`config.mk`:
```
export PLATFORM = sky130hd
export DESIGN_NAME = mixer_if_meter
export DESIGN_NICKNAME = d
export VERILOG_FILES = /design/src/rtl/mixer_if_meter.sv
export SDC_FILE = /design/constraint.sdc
export NUM_CORES = 1
export LEC_CHECK = 0
export BUFFER_PORTS_ARGS = -buffer_cell sky130_fd_sc_hd__buf_2
export CORE_MARGIN = 2
export CORE_UTILIZATION = 40
export CTS_CLUSTER_SIZE = 10
export DETAILED_ROUTE_END_ITERATION = 7
export PLACE_DENSITY = 0.59
export SKIP_CTS_REPAIR_TIMING = 1
export SYNTH_ARGS = -nofsm -noshare
export SYNTH_HDL_FRONTEND = slang
export SYNTH_SLANG_ARGS = --single-unit
```
`constraint.sdc`:
```
create_clock -name clk -period 4.9 [get_ports clk]
set_clock_uncertainty 0.05 [all_clocks]
set_input_delay 0 -clock clk [delete_from_list [all_inputs] [get_ports clk]]
set_output_delay 0 -clock clk [all_outputs]
set_load 0.1 [all_outputs]
```
`src/rtl/mixer_if_meter.sv`:
```
// Multi-channel IF meter: counts RF and shared LO rising edges over a gate window of clk cycles
// and reports the signed per-channel difference. MIXER_IF_METER_AVG_EN enables group averaging.
module mixer_if_meter #(
  parameter int unsigned N_CH     = 2,
  parameter int unsigned CNT_W    = 16,
  parameter int unsigned WIN_W    = 16,
  parameter int unsigned AVG_LOG2 = 2
) (
  input  logic                   clk,
  input  logic                   rst,
  input  logic                   pd,
  input  logic                   en,
  input  logic                   start,
  input  logic [WIN_W-1:0]       win_len,
  input  logic [N_CH-1:0]        rf_in,
  input  logic                   osc_in,
  output logic [N_CH*CNT_W-1:0]  if_cnt,
  output logic [N_CH-1:0]        if_neg,
  output logic [N_CH-1:0]        ovf,
  output logic                   if_valid,
  output logic                   busy
);

  // Index N_CH of every input-path vector is the LO; lower indices are RF channels.
  localparam int unsigned NI = N_CH + 1;
  localparam logic [CNT_W-1:0] CntMax = '1;

  typedef enum logic [0:0] {StIdle, StMeasure} state_e;

  state_e           state_q, state_d;
  logic             cont_q, cont_d;
  logic [WIN_W-1:0] win_cnt_q, win_cnt_d;
  logic [WIN_W-1:0] len_q, len_d;
  logic             terminal, abort, clear, count;

  logic [NI-1:0]    s1_q, s2_q, s3_q, edge_q;
  logic [CNT_W-1:0] cnt_q [NI];
  logic [CNT_W-1:0] snap  [NI];
  logic [CNT_W:0]   diff  [N_CH];
  logic [N_CH-1:0]  ovf_now;

  logic             res_fire;
  logic [CNT_W:0]   res_val [N_CH];
  logic [CNT_W-1:0] res_mag [N_CH];
  logic [N_CH-1:0]  res_ovf;

  logic [N_CH*CNT_W-1:0] if_cnt_q;
  logic [N_CH-1:0]       if_neg_q, ovf_q;
  logic                  if_valid_q;

  function automatic logic [CNT_W-1:0] sat_inc(input logic [CNT_W-1:0] c, input logic e);
    return (c == CntMax) ? c : c + CNT_W'(e);
  endfunction

  always_ff @(posedge clk) begin
    if (rst || pd) begin
      s1_q   <= '0;
      s2_q   <= '0;
      s3_q   <= '0;
      edge_q <= '0;
    end else begin
      s1_q   <= {osc_in, rf_in};
      s2_q   <= s1_q;
      s3_q   <= s2_q;
      edge_q <= s2_q & ~s3_q;
    end
  end

  assign terminal = (state_q == StMeasure) && (win_cnt_q == len_q - WIN_W'(1));
  assign abort    = (state_q == StMeasure) && !terminal && cont_q && !en;

  always_comb begin
    state_d   = state_q;
    cont_d    = cont_q;
    win_cnt_d = win_cnt_q;
    len_d     = len_q;
    clear     = 1'b0;
    count     = 1'b0;
    unique case (state_q)
      StIdle: begin
        if (en || start) begin
          state_d   = StMeasure;
          cont_d    = en;
          len_d     = (win_len == '0) ? WIN_W'(1) : win_len;
          win_cnt_d = '0;
          clear     = 1'b1;
        end
      end
      StMeasure: begin
        if (terminal) begin
          win_cnt_d = '0;
          clear     = 1'b1;
          cont_d    = en;
          if (!en) state_d = StIdle;
        end else if (abort) begin
          state_d = StIdle;
        end else begin
          win_cnt_d = win_cnt_q + WIN_W'(1);
          count     = 1'b1;
        end
      end
      default: state_d = StIdle;
    endcase
  end

  always_ff @(posedge clk) begin
    if (rst || pd) begin
      state_q   <= StIdle;
      cont_q    <= 1'b0;
      win_cnt_q <= '0;
      len_q     <= '0;
    end else begin
      state_q   <= state_d;
      cont_q    <= cont_d;
      win_cnt_q <= win_cnt_d;
      len_q     <= len_d;
    end
  end

  // The snapshot folds in the current strobe so terminal-cycle edges land in the ending window.
  always_comb begin
    for (int i = 0; i < NI; i++) snap[i] = sat_inc(cnt_q[i], edge_q[i]);
    for (int i = 0; i < N_CH; i++) begin
      diff[i]    = {1'b0, snap[i]} - {1'b0, snap[N_CH]};
      ovf_now[i] = (snap[i] == CntMax) || (snap[N_CH] == CntMax);
    end
  end

  always_ff @(posedge clk) begin
    if (rst || pd) begin
      for (int i = 0; i < NI; i++) cnt_q[i] <= '0;
    end else if (clear) begin
      for (int i = 0; i < NI; i++) cnt_q[i] <= '0;
    end else if (count) begin
      for (int i = 0; i < NI; i++) cnt_q[i] <= snap[i];
    end
  end

`ifdef MIXER_IF_METER_AVG_EN
  localparam int unsigned AccW = CNT_W + AVG_LOG2 + 1;

  logic signed [AccW-1:0] acc_q   [N_CH];
  logic signed [AccW-1:0] acc_sum [N_CH];
  logic [AVG_LOG2-1:0]    grp_q;
  logic [N_CH-1:0]        ovf_acc_q;

  // Only bits below the sign-fill region are kept, so the shift floors toward -inf.
  always_comb begin
    res_fire = terminal && (&grp_q);
    res_ovf  = ovf_now | ovf_acc_q;
    for (int i = 0; i < N_CH; i++) begin
      acc_sum[i] = acc_q[i] + {{AVG_LOG2{diff[i][CNT_W]}}, diff[i]};
      res_val[i] = (CNT_W+1)'(acc_sum[i] >>> AVG_LOG2);
    end
  end

  always_ff @(posedge clk) begin
    if (rst || pd || abort) begin
      grp_q     <= '0;
      ovf_acc_q <= '0;
      for (int i = 0; i < N_CH; i++) acc_q[i] <= '0;
    end else if (terminal) begin
      if (&grp_q) begin
        grp_q     <= '0;
        ovf_acc_q <= '0;
        for (int i = 0; i < N_CH; i++) acc_q[i] <= '0;
      end else begin
        grp_q     <= grp_q + AVG_LOG2'(1);
        ovf_acc_q <= ovf_acc_q | ovf_now;
        for (int i = 0; i < N_CH; i++) acc_q[i] <= acc_sum[i];
      end
    end
  end
`else
  logic unused_avg_cfg;
  assign unused_avg_cfg = ^AVG_LOG2;

  always_comb begin
    res_fire = terminal;
    res_ovf  = ovf_now;
    for (int i = 0; i < N_CH; i++) res_val[i] = diff[i];
  end
`endif

  always_comb begin
    for (int i = 0; i < N_CH; i++) begin
      res_mag[i] = res_val[i][CNT_W] ? CNT_W'(-res_val[i]) : res_val[i][CNT_W-1:0];
    end
  end

  always_ff @(posedge clk) begin
    if (rst || pd) begin
      if_valid_q <= 1'b0;
      if_cnt_q   <= '0;
      if_neg_q   <= '0;
      ovf_q      <= '0;
    end else begin
      if_valid_q <= res_fire;
      if (res_fire) begin
        for (int i = 0; i < N_CH; i++) begin
          if_cnt_q[i*CNT_W +: CNT_W] <= res_mag[i];
          if_neg_q[i]                <= res_val[i][CNT_W];
        end
        ovf_q <= res_ovf;
      end
    end
  end

  assign if_cnt   = if_cnt_q;
  assign if_neg   = if_neg_q;
  assign ovf      = ovf_q;
  assign if_valid = if_valid_q;
  assign busy     = (state_q == StMeasure);

endmodule

```
-- Yosys cells after proc, flatten, opt, wreduce, memory -nomap -nowiden
Memory sizes are Yosys's and may differ from the RTL's.
Index checks and enable logic that the tools add are counted.
- output and inout bits: 38
- register bits: 83
- memories: 1
- bits in writable memories: 48
- word-level logic and storage cells: 92
- bits of input ports: 24
- memories (name ; words ; bits a word ; read ports ; clocked after Yosys merged registers in ; write ports ; RTL line ; text):
    cnt_q ; 3 ; 16 ; 3 ; 0 ; 3 ; 37 ; logic [CNT_W-1:0] cnt_q [NI];
- reductions and logical operators: 14
- muxes and demuxes: 37
- add/subtract/negate cells: 9
- bitwise operators: 9
- eq/ne operators: 10
- operator list (cell ; number):
    16-bit 2-to-1 mux ; 15
    16-bit equality test, second input constant ; 6
    16-bit by 1-bit adder with 16-bit output ; 3
    16-bit by 16-bit subtractor with 17-bit output ; 2
    16-bit negation ; 2
    16-bit case mux with 2 select lines ; 1
    1-bit 2-to-1 mux ; 18
    16-bit by 1-bit adder with 16-bit output, second input constant ; 1
    16-bit equality test ; 1
    16-bit zero test ; 1
    16-bit by 1-bit subtractor with 16-bit output, second input constant ; 1
    1-bit OR ; 6
    1-bit case mux with 2 select lines ; 3
    2-bit AND reduction ; 3
    1-bit logical AND ; 4
    1-bit logical OR ; 4
    3-bit AND ; 1
    3-bit inequality test, second input constant ; 1
    3-bit NOT ; 1
    1-bit zero test ; 2
    2-bit by 1-bit inequality test with 1-bit output, second input constant ; 1
    2-bit inequality test, second input constant ; 1
    1-bit NOT ; 1

-- Longest topological paths before layout
- word-level depth: 15
- depth in mapped cells: 21
- depth with buffers taken out: 20

-- Least setup slack after synthesis
OpenSTA, ideal clock, no wires.
- path kind: flip-flop to flip-flop
- from: mem cnt_q[2][6], in the netlist cnt_q[0][38]
- to: reg if_cnt_q[31], in the netlist if_cnt[31]
- stages on the path, launching flop included: 20
- data arrival time: 4254 ps
- period minus slack after synthesis: 4438 ps
- required time: 4716 ps
- buffers on the path: 1
- setup slack: 462 ps
- library setup time: 134 ps
- cell sequence: edfxtp_1 buf_2 nand4_4 nor4_4 nor2_1 or2_2 ha_1 o21a_1 o31a_1 or2_2 maj3_4 a221oi_2 nor2_2 a2111oi_4 nor2_2 xor2_1 o41a_1 xor2_1 xnor2_1 a21oi_1
- RTL lines (what ; RTL line ; text):
    start, declared ; 37 ;
    end signal, assigned by index ; 201 ; if_cnt_q[i*CNT_W +: CNT_W] <= res_mag[i];
    end, declared ; 47 ; logic [N_CH*CNT_W-1:0] if_cnt_q;

==> results.toml <==
[critical_path]
timing.critical_path.from_type = "flip-flop"
timing.critical_path.to_type = "flip-flop"
r2r_slack_ps = 270
timing.reg2reg.worst_path_depth = 20
reg2reg_from = "cnt_q[0][17]"
worst_ep_required_time_ps = 5210
arrival_ps = 4930
crit-reg2reg-capture = "if_cnt[31]"
critical_path_peak_fanout = 4
criticalPathCategory = "flip-flop to flip-flop"

[global_route]
track_usage = 0.2216
antenna_violations_before_repair = 0
first_pass_grt_wire_length_mm = 41.86
globalRouteOverflowTotal = 0
pin_count_of_the_biggest_net_entering_global_routing = 49
grt_pass1_vias = 7654

[cts]
max-clock-path-buffers = 2
clk_pin_slew_worst_paths_ps = 70
htree_levels = 4
clock-sinks = 131
worstSkewPairLatency_ps = 440
tritoncts_clock_tree = "built"
cts_inserted_buffers = 17
clk_root_buffer_cell = "sky130_fd_sc_hd__clkbuf_16"

[timing]
report.final.slew_viol_count = 0
tns_ps = 0
setup-violations-final = 0
share_of_the_cycle_needed_by_the_critical_path_after_routing = 0.9440
grt_setup_unrepaired = "no"
postLayoutSetupSlackWorst_ps = 274.6
period_minus_slack_ps = 4625
maxClockFrequency_ghz = 0.2162
finalHoldViolCount = 0
max_slew_headroom = 0.2771
tightestPinTransition_ps = 1080

[synthesis]
synth-edff-count = 48
yosysWarningCount = 0
synth_largest_type_area_fraction = 0.1801
postSynthCellCount = 1044
syn_area_mm2 = 0.009228
yosys_top_cell_by_area = "sky130_fd_sc_hd__dfxtp_1"
synth.avg_cell_area_um2 = 8.839
net_count_after_synthesis = 1102
synth.top_cells.by_area = "sky130_fd_sc_hd__dfxtp_1 (18%), sky130_fd_sc_hd__edfxtp_1 (16%), sky130_fd_sc_hd__xnor2_1 (5.8%)"
asyncSetResetFlopFracSynth = 0
yosys_register_bits = 131
yosysSeqAreaShare = 0.3363
predominant_post_synthesis_flop_cell = "sky130_fd_sc_hd__dfxtp_1"
number_of_distinct_library_cells_after_synthesis = 104

[cells_and_area]
multi_input_area_mm2 = 0.005853
fillers = 2143
nNetsFinal = 1207
final_core_util = 0.4817
layout.cell_area.non_filler_mm2 = 0.01091
post_route_cells_drive_above_1_share = 0.1876
synthToLayoutAreaGrowth_pct = 18.18
final-seq-area_mm2 = 0.003103

[placement]
worst_setup_timing_slack_at_the_placement_stage_ps = 246.8
port_buffers = 61
routabilityCongestion = 0.9034
placed_area_mm2 = 0.01002
hpwl_mm = 20.20

[min_path]
hold_path_depth = 4
min_path_type = "input pin to flip-flop"
min_to = "len_q[0]"
hold_path_startpoint = "pd"

[die]
core_mm2 = 0.02264
core.rowCount = 55
boundaryPins = 62
die_height_um = 155.9
effective_utilization_at_floorplan = 0.4076
chipWidth_um = 155.9
die_area_mm2 = 0.02430

[route]
antenna_violating_nets_post_route = 0
vias_per_cell = 5.711
num_vias = 8270
drt_wl_total_mm = 26.67
firstDrtPassIters = 7
drcViolationCount = 0
starting_drc_count_in_detailed_routing = 656
post_drt_wl_per_cell_um = 18.42

[run_status]
run_status = "completed"

[pwr]
p_total_mw = 3.337
irDropWorstVdd_v = 0.0001996
power.static_leakage_nw = 4.365
pwr_density_cell_mw_per_mm2 = 306.0

[flow_run]
max_cap_viol_count = 0
## state kept, by name, indices dropped and copies added, names as in the netlist
name	flops
if_cnt	32
s3_q	3
if_neg	2
s1_q	3
s2_q	3
win_cnt_q	16
cnt_q	48
if_valid	1
len_q	16
edge_q	3
cont_q	1
ovf	2
busy	1
## critical path, cell delays in order (launching register included)
cell and delay [ps]:
sky130_fd_sc_hd__edfxtp_1 400, sky130_fd_sc_hd__nand4_1 230, sky130_fd_sc_hd__nor4_4 360, sky130_fd_sc_hd__buf_4 180, sky130_fd_sc_hd__nor2b_2 170, sky130_fd_sc_hd__nor2_2 80, sky130_fd_sc_hd__inv_1 60, sky130_fd_sc_hd__ha_1 210
sky130_fd_sc_hd__nor2b_1 140, sky130_fd_sc_hd__o31a_1 250, sky130_fd_sc_hd__or2_2 310, sky130_fd_sc_hd__maj3_4 370, sky130_fd_sc_hd__a221oi_2 240, sky130_fd_sc_hd__nor2_2 90, sky130_fd_sc_hd__a2111oi_4 250, sky130_fd_sc_hd__nor2_2 100
sky130_fd_sc_hd__xor2_1 200, sky130_fd_sc_hd__o41a_1 440, sky130_fd_sc_hd__xor2_1 160, sky130_fd_sc_hd__xnor2_1 120, sky130_fd_sc_hd__a21oi_1 140
## metal layers
layer	up-vias	GRT usage	part of all wire
met4	0	0.07733	0.022
met2	269	0.3437	0.45
met1	3885	0.3117	0.47
met5	-	0	0
li1	4076	-	-
met3	40	0.03778	0.055
## power breakdown
| group | leakage, nW | total (mW) | switching (mW) | internal (mW) |
|---|---|---|---|---|
| logic | 2.83 | 0.857 | 0.476 | 0.381 |
| registers | 1.24 | 1.18 | 0.0311 | 1.15 |
| clock network | 0.288 | 1.30 | 0.575 | 0.724 |
| total | 4.36 | 3.34 | 1.08 | 2.25 |
## per-stage QoR
step,instances,hold slack [ps]
final,1448,106.2
after global routing,1447,113.7
after CTS,1419,-302.9
after detailed placement,1387,153.8
after global placement,1387,149.9
after floorplan,1044,71.71
## cell families after synthesis
kind of cell,synth area share
multiplexers,0.01858
adder cells (fa/ha/maj),0.05383
XOR/XNOR,0.1128
AO/OA/AOI/OAI,0.1732
AND/OR/NAND/NOR,0.2713
buffers and inverters,0.03403
flip-flops,0.3363
## layout make-up
cell class,instances,share of cell area
diodes,1,0.0002295
clock buffers,17,0.03901
clock inverters,15,0.01457
inverters,38,0.01308
multi-input cells,838,0.5367
flip-flops and latches,131,0.2845
well taps,285,0.03270
repair buffers,123,0.07916
## synthesized netlist by cell type (22+ instances only)
| cell | n |
|---|---|
| sky130_fd_sc_hd__a211oi_1 | 22 |
| sky130_fd_sc_hd__a21oi_1 | 41 |
| sky130_fd_sc_hd__and3_1 | 24 |
| sky130_fd_sc_hd__dfxtp_1 | 83 |
| sky130_fd_sc_hd__edfxtp_1 | 48 |
| sky130_fd_sc_hd__ha_1 | 32 |
| sky130_fd_sc_hd__inv_1 | 38 |
| sky130_fd_sc_hd__nand2_1 | 63 |
| sky130_fd_sc_hd__nand3_1 | 49 |
| sky130_fd_sc_hd__nor2_1 | 137 |
| sky130_fd_sc_hd__nor3_1 | 25 |
| sky130_fd_sc_hd__o21ai_0 | 34 |
| sky130_fd_sc_hd__xnor2_1 | 61 |
| sky130_fd_sc_hd__xor2_1 | 41 |
## layout by cell type, fill, tap and decap left out, types with 14 or more instances in the layout
cell                            synthesis  routed
sky130_fd_sc_hd__dfxtp_1               83      83
sky130_fd_sc_hd__mux2i_1               16      16
sky130_fd_sc_hd__nand2_1               63      62
sky130_fd_sc_hd__nor2b_1               16      14
sky130_fd_sc_hd__edfxtp_1              48      48
sky130_fd_sc_hd__nand3_1               49      48
sky130_fd_sc_hd__o21ai_0               34      34
sky130_fd_sc_hd__a21oi_1               41      40
sky130_fd_sc_hd__inv_1                 38      38
sky130_fd_sc_hd__buf_4                  2      37
sky130_fd_sc_hd__ha_1                  32      32
sky130_fd_sc_hd__buf_2                  8      61
sky130_fd_sc_hd__nor2_1               137     134
sky130_fd_sc_hd__and3_1                24      24
sky130_fd_sc_hd__xnor2_1               61      61
sky130_fd_sc_hd__nand4_1               21      21
sky130_fd_sc_hd__dlygate4sd3_1          0      22
sky130_fd_sc_hd__a211oi_1              22      22
sky130_fd_sc_hd__clkbuf_16              0      17
sky130_fd_sc_hd__nor3_1                25      25
sky130_fd_sc_hd__xor2_1                41      40
sky130_fd_sc_hd__and2_1                18      19
sky130_fd_sc_hd__nor4_1                19      19
## worst max-delay path by stage
stage | from | endpoint | slack (ps) | cells after the start
floorplan | cnt_q[0][38] | if_cnt[31] | 460 | 19
global placement | cnt_q[0][24] | if_cnt[31] | 270 | 20
detailed placement | cnt_q[0][23] | if_cnt[31] | 250 | 20
CTS | cnt_q[0][23] | if_cnt[31] | 190 | 20
global route | cnt_q[0][25] | if_cnt[31] | 10 | 20
finish | cnt_q[0][17] | if_cnt[31] | 270 | 20
Power figures use the tool's default switching activity.
